### src/rtl/seven_seg_scan_decoder_pkg.sv
// Shared display constants for the seven-segment scan driver/decoder pair.
// Glyphs are active-high with segment a on bit 0.
package seven_seg_pkg;

    localparam int NUM_DIGITS = 8;
    localparam int SEG_W      = 7;
    localparam int IDX_W      = $clog2(NUM_DIGITS);

    localparam int SEG_A = 0;
    localparam int SEG_B = 1;
    localparam int SEG_C = 2;
    localparam int SEG_D = 3;
    localparam int SEG_E = 4;
    localparam int SEG_F = 5;
    localparam int SEG_G = 6;

    localparam logic [SEG_W-1:0] GLYPH_ONE   = 7'b0000110;
    localparam logic [SEG_W-1:0] GLYPH_N     = 7'b1010100;
    localparam logic [SEG_W-1:0] GLYPH_P     = 7'b1110011;
    localparam logic [SEG_W-1:0] GLYPH_E     = 7'b1111001;
    localparam logic [SEG_W-1:0] GLYPH_BLANK = 7'b0000000;

    typedef logic [NUM_DIGITS-1:0][SEG_W-1:0] frame_segs_t;

endpackage

### src/rtl/seven_seg_scan_decoder_if.sv
// Scan-line inputs and rebuilt-frame outputs of the seven-segment scan decoder.
// master = scan driver / frame consumer side, slave = decoder.
interface seven_seg_scan_decoder_if;
    import seven_seg_pkg::*;

    logic [NUM_DIGITS-1:0]       AN_Scan;
    logic [SEG_W-1:0]            C_Scan;
    logic [NUM_DIGITS-1:0]       AN_Rx;
    logic [NUM_DIGITS*SEG_W-1:0] C_Rx;
    logic                        frame_valid;
    logic                        scan_err;

    modport master (
        output AN_Scan, C_Scan,
        input  AN_Rx, C_Rx, frame_valid, scan_err
    );

    modport slave (
        input  AN_Scan, C_Scan,
        output AN_Rx, C_Rx, frame_valid, scan_err
    );

endinterface

### src/rtl/seven_seg_scan_decoder_seg_onehot_index.sv
// Classifies an active-high anode vector as zero / one-hot / multi-hot and
// returns the selected digit index; purely combinational.
module seg_onehot_index
    import seven_seg_pkg::*;
(
    input  logic [NUM_DIGITS-1:0] an,
    output logic [IDX_W-1:0]      idx,
    output logic                  is_zero,
    output logic                  is_onehot,
    output logic                  is_multi
);

    localparam int ONES_W = $clog2(NUM_DIGITS + 1);

    logic [ONES_W-1:0] ones;

    always_comb begin
        idx  = '0;
        ones = '0;
        for (int i = 0; i < NUM_DIGITS; i++) begin
            if (an[i]) begin
                idx  = IDX_W'(i);
                ones = ones + ONES_W'(1);
            end
        end
    end

    assign is_zero   = (ones == '0);
    assign is_onehot = (ones == ONES_W'(1));
    assign is_multi  = !is_zero && !is_onehot;

endmodule

### src/rtl/seven_seg_scan_decoder.sv
// Rebuilds the full display frame from multiplexed anode/cathode scan lines.
// One frame published per scan wrap or idle timeout; short glitches filtered, multi-hot anodes flagged.
module seven_seg_scan_decoder
    import seven_seg_pkg::*;
#(
    parameter int STABLE_CYCLES  = 4,
    parameter int IDLE_MAX       = 1048576,
    parameter bit AN_ACTIVE_LOW  = 1'b1,
    parameter bit SEG_ACTIVE_LOW = 1'b1
) (
    input  logic                     clk,
    input  logic                     rst,
    seven_seg_scan_decoder_if.slave  bus
);

    localparam int CNT_W  = $clog2(STABLE_CYCLES + 1);
    localparam int IDLE_W = $clog2(IDLE_MAX);
    localparam logic [NUM_DIGITS-1:0] AN_OFF  = {NUM_DIGITS{AN_ACTIVE_LOW}};
    localparam logic [SEG_W-1:0]      SEG_OFF = {SEG_W{SEG_ACTIVE_LOW}};

    logic [NUM_DIGITS-1:0] an_r, an_p, last_an;
    logic [SEG_W-1:0]      seg_r, seg_p, last_seg;
    logic [NUM_DIGITS-1:0] an_n;
    logic [SEG_W-1:0]      seg_n;
    logic [CNT_W-1:0]      cnt;
    logic [IDLE_W-1:0]     idle_cnt;
    logic [NUM_DIGITS-1:0] seen;
    frame_segs_t           shadow;
    logic [IDX_W-1:0]      last_idx;

    logic [IDX_W-1:0]      idx;
    logic                  is_zero, is_onehot, is_multi;
    logic                  same, commit, wrap, idle_hit;

    // XOR with the idle line level turns both polarities into active-high.
    assign an_n  = an_r ^ AN_OFF;
    assign seg_n = seg_r ^ SEG_OFF;

    seg_onehot_index u_idx (
        .an        (an_n),
        .idx       (idx),
        .is_zero   (is_zero),
        .is_onehot (is_onehot),
        .is_multi  (is_multi)
    );

    assign same = (an_n == an_p) && (seg_n == seg_p);
    // A glitch that returns to the already-committed sample must not re-commit
    // it, otherwise the repeated index would look like a scan wrap.
    assign commit   = same && (cnt == CNT_W'(STABLE_CYCLES - 2)) &&
                      ({an_n, seg_n} != {last_an, last_seg});
    assign wrap     = (seen != '0) && (idx <= last_idx);
    assign idle_hit = is_zero && (idle_cnt == IDLE_W'(IDLE_MAX - 2));

    always_ff @(posedge clk) begin
        if (rst) begin
            an_r            <= AN_OFF;
            seg_r           <= SEG_OFF;
            an_p            <= '0;
            seg_p           <= '0;
            last_an         <= '0;
            last_seg        <= '0;
            cnt             <= '0;
            idle_cnt        <= '0;
            seen            <= '0;
            shadow          <= '0;
            last_idx        <= '0;
            bus.AN_Rx       <= '0;
            bus.C_Rx        <= '0;
            bus.frame_valid <= 1'b0;
            bus.scan_err    <= 1'b0;
        end else begin
            an_r            <= bus.AN_Scan;
            seg_r           <= bus.C_Scan;
            an_p            <= an_n;
            seg_p           <= seg_n;
            bus.frame_valid <= 1'b0;
            bus.scan_err    <= 1'b0;

            if (!same)
                cnt <= '0;
            else if (cnt != CNT_W'(STABLE_CYCLES - 1))
                cnt <= cnt + CNT_W'(1);

            if (!is_zero)
                idle_cnt <= '0;
            else if (idle_cnt != IDLE_W'(IDLE_MAX - 1))
                idle_cnt <= idle_cnt + IDLE_W'(1);

            if (commit) begin
                last_an  <= an_n;
                last_seg <= seg_n;
            end

            if (commit && is_multi)
                bus.scan_err <= 1'b1;

            if (commit && is_onehot) begin
                last_idx <= idx;
                if (wrap) begin
                    bus.AN_Rx       <= seen;
                    bus.C_Rx        <= shadow;
                    bus.frame_valid <= 1'b1;
                    seen            <= '0;
                    shadow          <= '0;
                end
                seen[idx]   <= 1'b1;
                shadow[idx] <= seg_n;
            end

            // Idle timeout closes a frame whose tail digits are disabled.
            if (idle_hit) begin
                bus.AN_Rx       <= seen;
                bus.C_Rx        <= shadow;
                bus.frame_valid <= 1'b1;
                seen            <= '0;
                shadow          <= '0;
            end
        end
    end

endmodule
### src/flat_wrapper.sv
// flat-port wrapper written by rule: the top's interface ports become plain ports
module seven_seg_scan_decoder_flat import seven_seg_pkg::*;
#(
    parameter int STABLE_CYCLES  = 4,
    parameter int IDLE_MAX       = 1048576,
    parameter bit AN_ACTIVE_LOW  = 1'b1,
    parameter bit SEG_ACTIVE_LOW = 1'b1
)
  (clk, rst, bus_AN_Scan, bus_C_Scan, bus_AN_Rx, bus_C_Rx, bus_frame_valid, bus_scan_err);
  seven_seg_scan_decoder_if bus_i ();
  input  logic clk;
  input  logic rst;
  input wire logic [$bits(bus_i.AN_Scan)-1:0] bus_AN_Scan;
  input wire logic [$bits(bus_i.C_Scan)-1:0] bus_C_Scan;
  output wire logic [$bits(bus_i.AN_Rx)-1:0] bus_AN_Rx;
  output wire logic [$bits(bus_i.C_Rx)-1:0] bus_C_Rx;
  output wire logic [$bits(bus_i.frame_valid)-1:0] bus_frame_valid;
  output wire logic [$bits(bus_i.scan_err)-1:0] bus_scan_err;
  assign bus_i.AN_Scan = bus_AN_Scan;
  assign bus_i.C_Scan = bus_C_Scan;
  assign bus_AN_Rx = bus_i.AN_Rx;
  assign bus_C_Rx = bus_i.C_Rx;
  assign bus_frame_valid = bus_i.frame_valid;
  assign bus_scan_err = bus_i.scan_err;
  seven_seg_scan_decoder #(.STABLE_CYCLES(STABLE_CYCLES), .IDLE_MAX(IDLE_MAX), .AN_ACTIVE_LOW(AN_ACTIVE_LOW), .SEG_ACTIVE_LOW(SEG_ACTIVE_LOW)) u_core (.clk(clk), .rst(rst), .bus(bus_i));
endmodule
### config.mk
export PLATFORM = sky130hd
export DESIGN_NAME = seven_seg_scan_decoder_flat
export DESIGN_NICKNAME = d
export VERILOG_FILES = /design/src/rtl/seven_seg_scan_decoder_pkg.sv /design/src/rtl/seven_seg_scan_decoder_if.sv /design/src/rtl/seven_seg_scan_decoder_seg_onehot_index.sv /design/src/rtl/seven_seg_scan_decoder.sv /design/src/flat_wrapper.sv
export SDC_FILE = /design/constraint.sdc
export NUM_CORES = 1
export LEC_CHECK = 0
export ABC_AREA = 0
export CAP_MARGIN = 30
export CORE_UTILIZATION = 57
export CTS_CLUSTER_SIZE = 25
export DETAILED_ROUTE_END_ITERATION = 7
export PLACE_DENSITY = 0.8
export RECOVER_POWER = 100
export SLEW_MARGIN = 10
export SYNTH_ARGS = -nofsm -noshare
export SYNTH_HDL_FRONTEND = slang
export SYNTH_SLANG_ARGS = --single-unit
### constraint.sdc
create_clock -name clk -period 6.1 [get_ports clk]
set_input_delay 1.22 -clock clk [delete_from_list [all_inputs] [get_ports clk]]
set_output_delay 1.22 -clock clk [all_outputs]
set_load 0.01 [all_outputs]
==> results of run 1 <==
==> metal layers <==
layer,vias up,wire length (um)
met5,-,0
met4,0,467
met2,186,7960
met3,37,1020
met1,2949,8360
li1,3156,-
==> sequential cells by signal, indices dropped and copies added (netlist names) <==
register / cells
u_core.bus.C_Rx: 56
u_core.shadow: 56
u_core.idle_cnt: 20
u_core.an_p: 8
u_core.an_r: 8
u_core.bus.AN_Rx: 8
u_core.last_an: 8
u_core.seen: 8
u_core.last_seg: 7
u_core.seg_p: 7
u_core.seg_r: 7
u_core.cnt: 3
u_core.last_idx: 3
u_core.bus.frame_valid: 1
u_core.bus.scan_err: 1
==> worst max-delay path, cell delays in order, from the launching register on <==
cell and delay (ns):
dfxtp_1 0.43, inv_1 0.09, ha_1 0.37, xnor2_1 0.23
ha_1 0.28, nand2b_1 0.10, nand2_1 0.06, ha_1 0.26
nor2b_1 0.15, a21o_1 0.19, or2_2 0.33, ha_1 0.33
nor2_1 0.10, nor2_1 0.06, ha_1 0.29, nand2b_1 0.11
nand2_1 0.09, a31oi_2 0.24, inv_1 0.07, ha_1 0.21
xor2_1 0.18, a32oi_2 0.34, clkbuf_2 0.27, nor2_1 0.10
clkbuf_2 0.22, a21oi_2 0.34, a22o_1 0.23
==> cell usage in the layout (no fill, tap or decap), types with 22 or more instances in the layout <==
cell type	n
dfxtp_1	201
nor2_1	174
mux2i_1	71
dlygate4sd3_1	66
a21oi_1	42
a22o_1	31
xnor2_1	30
nand2_1	28
inv_1	27
xor2_1	22
==> cell families after synthesis <==
logic type               after synthesis  share of synthesized area [%]
XOR/XNOR                              60                           7.46
buffers and inverters                 73                           3.90
adder cells (fa/ha/maj)               15                           2.25
multiplexers                          77                           9.59
AO/OA/AOI/OAI                        120                           10.1
AND/OR/NAND/NOR                      324                           18.5
flip-flops                           201                           48.2
==> metrics by stage <==
stage	cells	setup WS [ns]
finish	1139	0.389
global route	1139	0.0203
CTS	1138	0.221
detailed placement	1102	0.315
global placement	1102	0.550
floorplan	870	0.948
==> area by class of cell <==
type,instances,area [um^2],area share (%)
sequential,201,4020,40.3
inverter,27,101,1.01
multi-input combinational,596,4020,40.2
clock buffer,31,623,6.24
tap,180,225,2.25
clock inverter,5,35.0,0.351
timing repair buffer,99,961,9.62
==> power groups by stage <==
stage,Sequential (uW),Clock [uW],Combinational [uW]
after CTS,1340,1210,228
final,1340,1190,230
after detailed placement,1370,0,226
after floorplan,1360,0,178
after global placement,1370,0,220
after global routing,1340,1270,253
==> timing repair <==
action	4_1_cts	5_1_grt
resized for setup	0	3
endpoints found under the setup margin	0	34
buffers inserted	0	0
==> worst paths after layout <==
check | endpoint | cells after the start
setup reg to reg | u_core.shadow[50] | 26
hold reg to reg | u_core.shadow[19] | 1
hold / removal | u_core.shadow[19] | 1
setup / recovery | u_core.shadow[50] | 26
==> flow_summary_export.csv, run 1 <==
group,metric,value,unit
global_routing,grt_use_met2,38.8,%
yosys,synth_common_cells,"dfxtp_1, nor2_1, mux2i_1, a21oi_1, a22o_1",
die,core_area,0.0141,mm^2
die,start_util,59.2,%
setup_path,path_max_fanout,10,
sta,worst_clock_skew,0.0108,ns
sta,worstMarginPinSlew,2.23,ns
setup_path,r2r_start,"u_core.an_r[0]",
pwr,power_switching,649,uW
drt,drc,0,
finish,finalNetCount,978,
global_routing,first_global_vias,5811,
outcome,status,"finished with violations",
yosys,synth.top_cell.area_share,48.2,%
yosys,syn_area,0.00835,mm^2
cts,cts.path.max_buffers,3,
drt,via_per_inst,5.56,
sta,drv_slew,56,
pwr,p_comb_share,8.3,%
global_routing,busiest_layer,"met2",
outcome,violations,"capacitance limit, slew limit",
pwr,switching_share,23.4,%
yosys,synth_seq_area_share,48.2,%
finish,drive_above_1_share,8.55,%
pwr,pwr-share-clk,43.2,%
die,die_w,123,um
placed_design,dpl.hpwl,12400,um
sta,hold_viol_final,0,
drt,totalWireLength,17800,um
finish,area_growth,19.6,%
sta,min_period_over_period,93.6,%
placed_design,placed_area,0.00933,mm^2
min_path,hp-class,"reg -> reg",
cts,clkTransAtPathRegs,0.06,ns
placed_design,gp_congestion,0.887,
global_routing,grt_use_total,24.2,%
sta,hold_ws,0.483,ns
cts,htree_num_levels,1,
cts,clock_sinks,201,
die,dieArea,0.0151,mm^2
drt,dr.pass1.iters,5,
setup_path,rrSetupSlack,0.39,ns
yosys,synth_edf_count,0,
min_path,worstHoldStart,"u_core.shadow[19]",
finish,fillCellCount,1065,
setup_path,crit_start,"u_core.an_r[0]",
drt,drt.antenna.violating_nets,0,
sta,rsz0062_at_grt,"no",
setup_path,crit_type,"reg -> reg",
sta,final-setup-viol-count,0,
global_routing,grt_max_degree,67,
setup_path,arrival,6.14,ns
cts,holdBufCountCts,0,
die,dieHeight,123,um
die,ioPinCount,83,
yosys,async_flop_share,0,%
global_routing,grt_pass1_wl,29000,um
yosys,avgSynthCellArea,9.60,um^2
finish,post-route-util,70.9,%
yosys,synth_cells,870,
setup_path,start_kind,"register",
yosys,ys.flop_type,"dfxtp_1",
cts,cts_tree,"done",
drt,wl_per_cell,15.6,um
die,rows,43,
cts,clock_tree.root_cell,"clkbuf_16",
yosys,syn_nets,902,
global_routing,antenna_found_initial,0,
global_routing,gr-total-overflow,0,
finish,design_area,0.00999,mm^2
cts,cts_buffers,21,
setup_path,crit_required,6.53,ns
yosys,synth.most_common_cell,"dfxtp_1",
pwr,powerDensity,277,mW/mm^2
placed_design,io_buffers,82,
pwr,fin_total_pwr,2770,uW
sta,fmax,175,MHz
yosys,yosysWarnings,0,
finish,diodes,0,
yosys,yosysUniqueCellTypes,54,
pwr,internal_power,2120,uW
sta,fin_crit,5.71,ns
drt,vias,6328,
cts,clk_latency,0.50,ns
yosys,ys_seq_elements,201,
pwr,p_leak,0.00393,uW
sta,slew_headroom,-48.9,%
global_routing,use_met3,4.01,%
setup_path,end_kind,"register",
run,maxCapViolCount,1,
sta,setup_tns,0,ns
yosys,synthTopCellsByArea,"dfxtp_1, mux2i_1, nor2_1, a22o_1, xnor2_1",
yosys,synth_top_area_cell,"dfxtp_1",
global_routing,grt_util_met1,33.3,%
pwr,ir_worst_vdd,0.222,mV
pwr,seqPwrFrac,48.5,%
drt,drt_iter0_drc,435,
No activity file was read; power rests on OpenSTA's default activity.
==> run 2: changes to the inputs <==
--- a/config.mk
+++ b/config.mk
@@ -6,6 +6,7 @@
 export NUM_CORES = 1
 export LEC_CHECK = 0
 export ABC_AREA = 0
+export ABC_CLOCK_PERIOD_IN_PS = 6100
 export CAP_MARGIN = 30
 export CORE_UTILIZATION = 57
 export CTS_CLUSTER_SIZE = 25
==> results of run 2 <==
Same layout as run 1: the final DEF is identical, and so are final timing and power.
==> run 3: changes to the inputs <==
--- a/config.mk
+++ b/config.mk
@@ -13,7 +13,7 @@
 export DETAILED_ROUTE_END_ITERATION = 7
 export PLACE_DENSITY = 0.8
 export RECOVER_POWER = 100
-export SLEW_MARGIN = 10
+export SLEW_MARGIN = 40
 export SYNTH_ARGS = -nofsm -noshare
 export SYNTH_HDL_FRONTEND = slang
 export SYNTH_SLANG_ARGS = --single-unit
==> flow_summary_export.csv, run 3 (synthesized netlist as in run 1, its figures left out) <==
group,metric,value,unit
cts,clk_latency,0.49,ns
die,ioPinCount,83,
global_routing,first_global_vias,5885,
pwr,p_leak,0.00398,uW
setup_path,slowest_delay,0.42,ns
sta,worst_clock_skew,0.00875,ns
drt,drt_iter0_drc,421,
global_routing,grt_max_degree,67,
setup_path,crit_type,"reg -> reg",
sta,final-setup-viol-count,0,
finish,post-route-util,71.2,%
min_path,hold_path_depth,1,
setup_path,crit_family,"adder cells",
setup_path,crit_start,"u_core.an_r[0]",
sta,worst_slack,0.385,ns
finish,final_cell_mix,"dfxtp_1, nor2_1, mux2i_1, dlygate4sd3_1, a21oi_1",
finish,layout_commonest_cell,"dfxtp_1",
finish,design_area,0.0100,mm^2
cts,clock_sinks,201,
finish,finalNetCount,985,
pwr,fin_total_pwr,2760,uW
sta,min_period_over_period,93.7,%
finish,fillCellCount,1055,
global_routing,gr-total-overflow,0,
global_routing,grt_use_total,24.4,%
drt,totalWireLength,18100,um
die,dieHeight,123,um
placed_design,io_buffers,82,
drt,drt.antenna.violating_nets,0,
placed_design,placed_area,0.00934,mm^2
cts,cts_tree,"done",
setup_path,cp_common_cell,"ha_1",
setup_path,end_kind,"register",
setup_path,r2r_end,"u_core.shadow[24]",
placed_design,dpl_worst_slack,0.308,ns
setup_path,rrSetupSlack,0.38,ns
cts,holdBufCountCts,0,
sta,drv_slew,67,
min_path,worstHoldStart,"u_core.shadow[0]",
cts,cts_buffers,21,
pwr,powerDensity,275,mW/mm^2
pwr,ir_worst_vdd,0.195,mV
setup_path,arrival,6.09,ns
setup_path,r2r_start,"u_core.an_r[0]",
cts,clkTransAtPathRegs,0.06,ns
outcome,status,"finished with violations",
drt,drc,0,
die,core_area,0.0141,mm^2
sta,fmax,175,MHz
die,start_util,59.2,%
cts,clock_tree.root_cell,"clkbuf_16",
drt,wl_per_cell,15.9,um
placed_design,gp_congestion,0.887,
drt,via_per_inst,5.58,
setup_path,slowest_stage,"dfxtp_1",
min_path,hp-class,"reg -> reg",
setup_path,rr_worst_depth,25,
finish,drive_above_1_share,9.77,%
drt,vias,6369,
setup_path,path_max_fanout,7,
die,rows,43,
finish,diodes,0,
cts,cts.path.max_buffers,3,
die,die_w,123,um
drt,dr.pass1.iters,5,
outcome,violations,"capacitance limit, slew limit",
sta,rsz0062_at_grt,"yes",
finish,reg_top3,"u_core.bus.C_Rx: 56 flops, u_core.shadow: 56 flops, u_core.idle_cnt: 20 flops",
die,dieArea,0.0151,mm^2
sta,fin_crit,5.72,ns
placed_design,dpl.hpwl,12400,um
global_routing,antenna_found_initial,0,
cts,htree_num_levels,1,
setup_path,crit_required,6.48,ns
sta,hold_viol_final,0,
run,maxCapViolCount,1,
setup_path,start_kind,"register",
sta,slew_headroom,-92.0,%
global_routing,grt_pass1_wl,29400,um
sta,worstMarginPinSlew,2.88,ns
finish,area_growth,20.3,%
min_path,whs_endpoint,"u_core.shadow[0]",
setup_path,worst-path-buf-inv,3,
-- run 3: changes by cell type in the layout (fill, tap and decap cells not counted), moves of 3 or more --
cell	previous run	this run
buf_4	8	22
dlygate4sd3_1	66	71
clkbuf_2	4	0
clkbuf_1	6	3
mux2_1	4	0
clkdlybuf4s50_1	15	10
mux2_4	2	6
-- run 3: repair_timing --
| action | CTS | global route |
|---|---|---|
| hold endpoints to repair | 0 | 0 |
| buffers inserted | 0 | 8 |
| resized for setup | 0 | 3 |
| setup endpoints to repair | 0 | 44 |
-- run 3: metal layers --
metal | vias up | track usage (%) | part of all wire (%)
li1 | 3164 | - | -
met4 | 0 | 7.30 | 2.4
met2 | 177 | 39.5 | 45
met5 | - | 0 | 0
met1 | 3000 | 34.0 | 48
met3 | 28 | 3.14 | 4.7
-- run 3: worst max-delay path by stage --
stage                     cells past startpoint  slack [ns]                  to
after floorplan                              25        0.95   u_core.shadow[13]
after global placement                       26        0.55   u_core.shadow[54]
after detailed placement                     26        0.31   u_core.shadow[50]
after CTS                                    26        0.21   u_core.shadow[50]
after global routing                         25       -0.04  u_core.bus.C_Rx[4]
final                                        25        0.38   u_core.shadow[24]
-- run 3: cell type report --
type	instances	area, um^2	share of cell area, %
tap	180	225	2.24
clock buffer	28	602	5.99
sequential	201	4020	40.1
clock inverter	4	27.5	0.274
inverter	27	101	1.01
multi-input combinational	596	4040	40.3
timing repair buffer	106	1020	10.2
-- run 3: through the flow --
step,setup TNS (ns),hold slack [ns],instances
final,0,0.485,1142
after floorplan,0,0.445,870
after CTS,0,0.486,1134
after detailed placement,0,0.466,1102
after global routing,-0.573,0.495,1142
after global placement,0,0.465,1102
-- run 3: power by group --
group	internal (uW)	switching, uW
Combinational	91.1	144
Sequential	1320	19.1
Clock	686	494
Total	2100	657
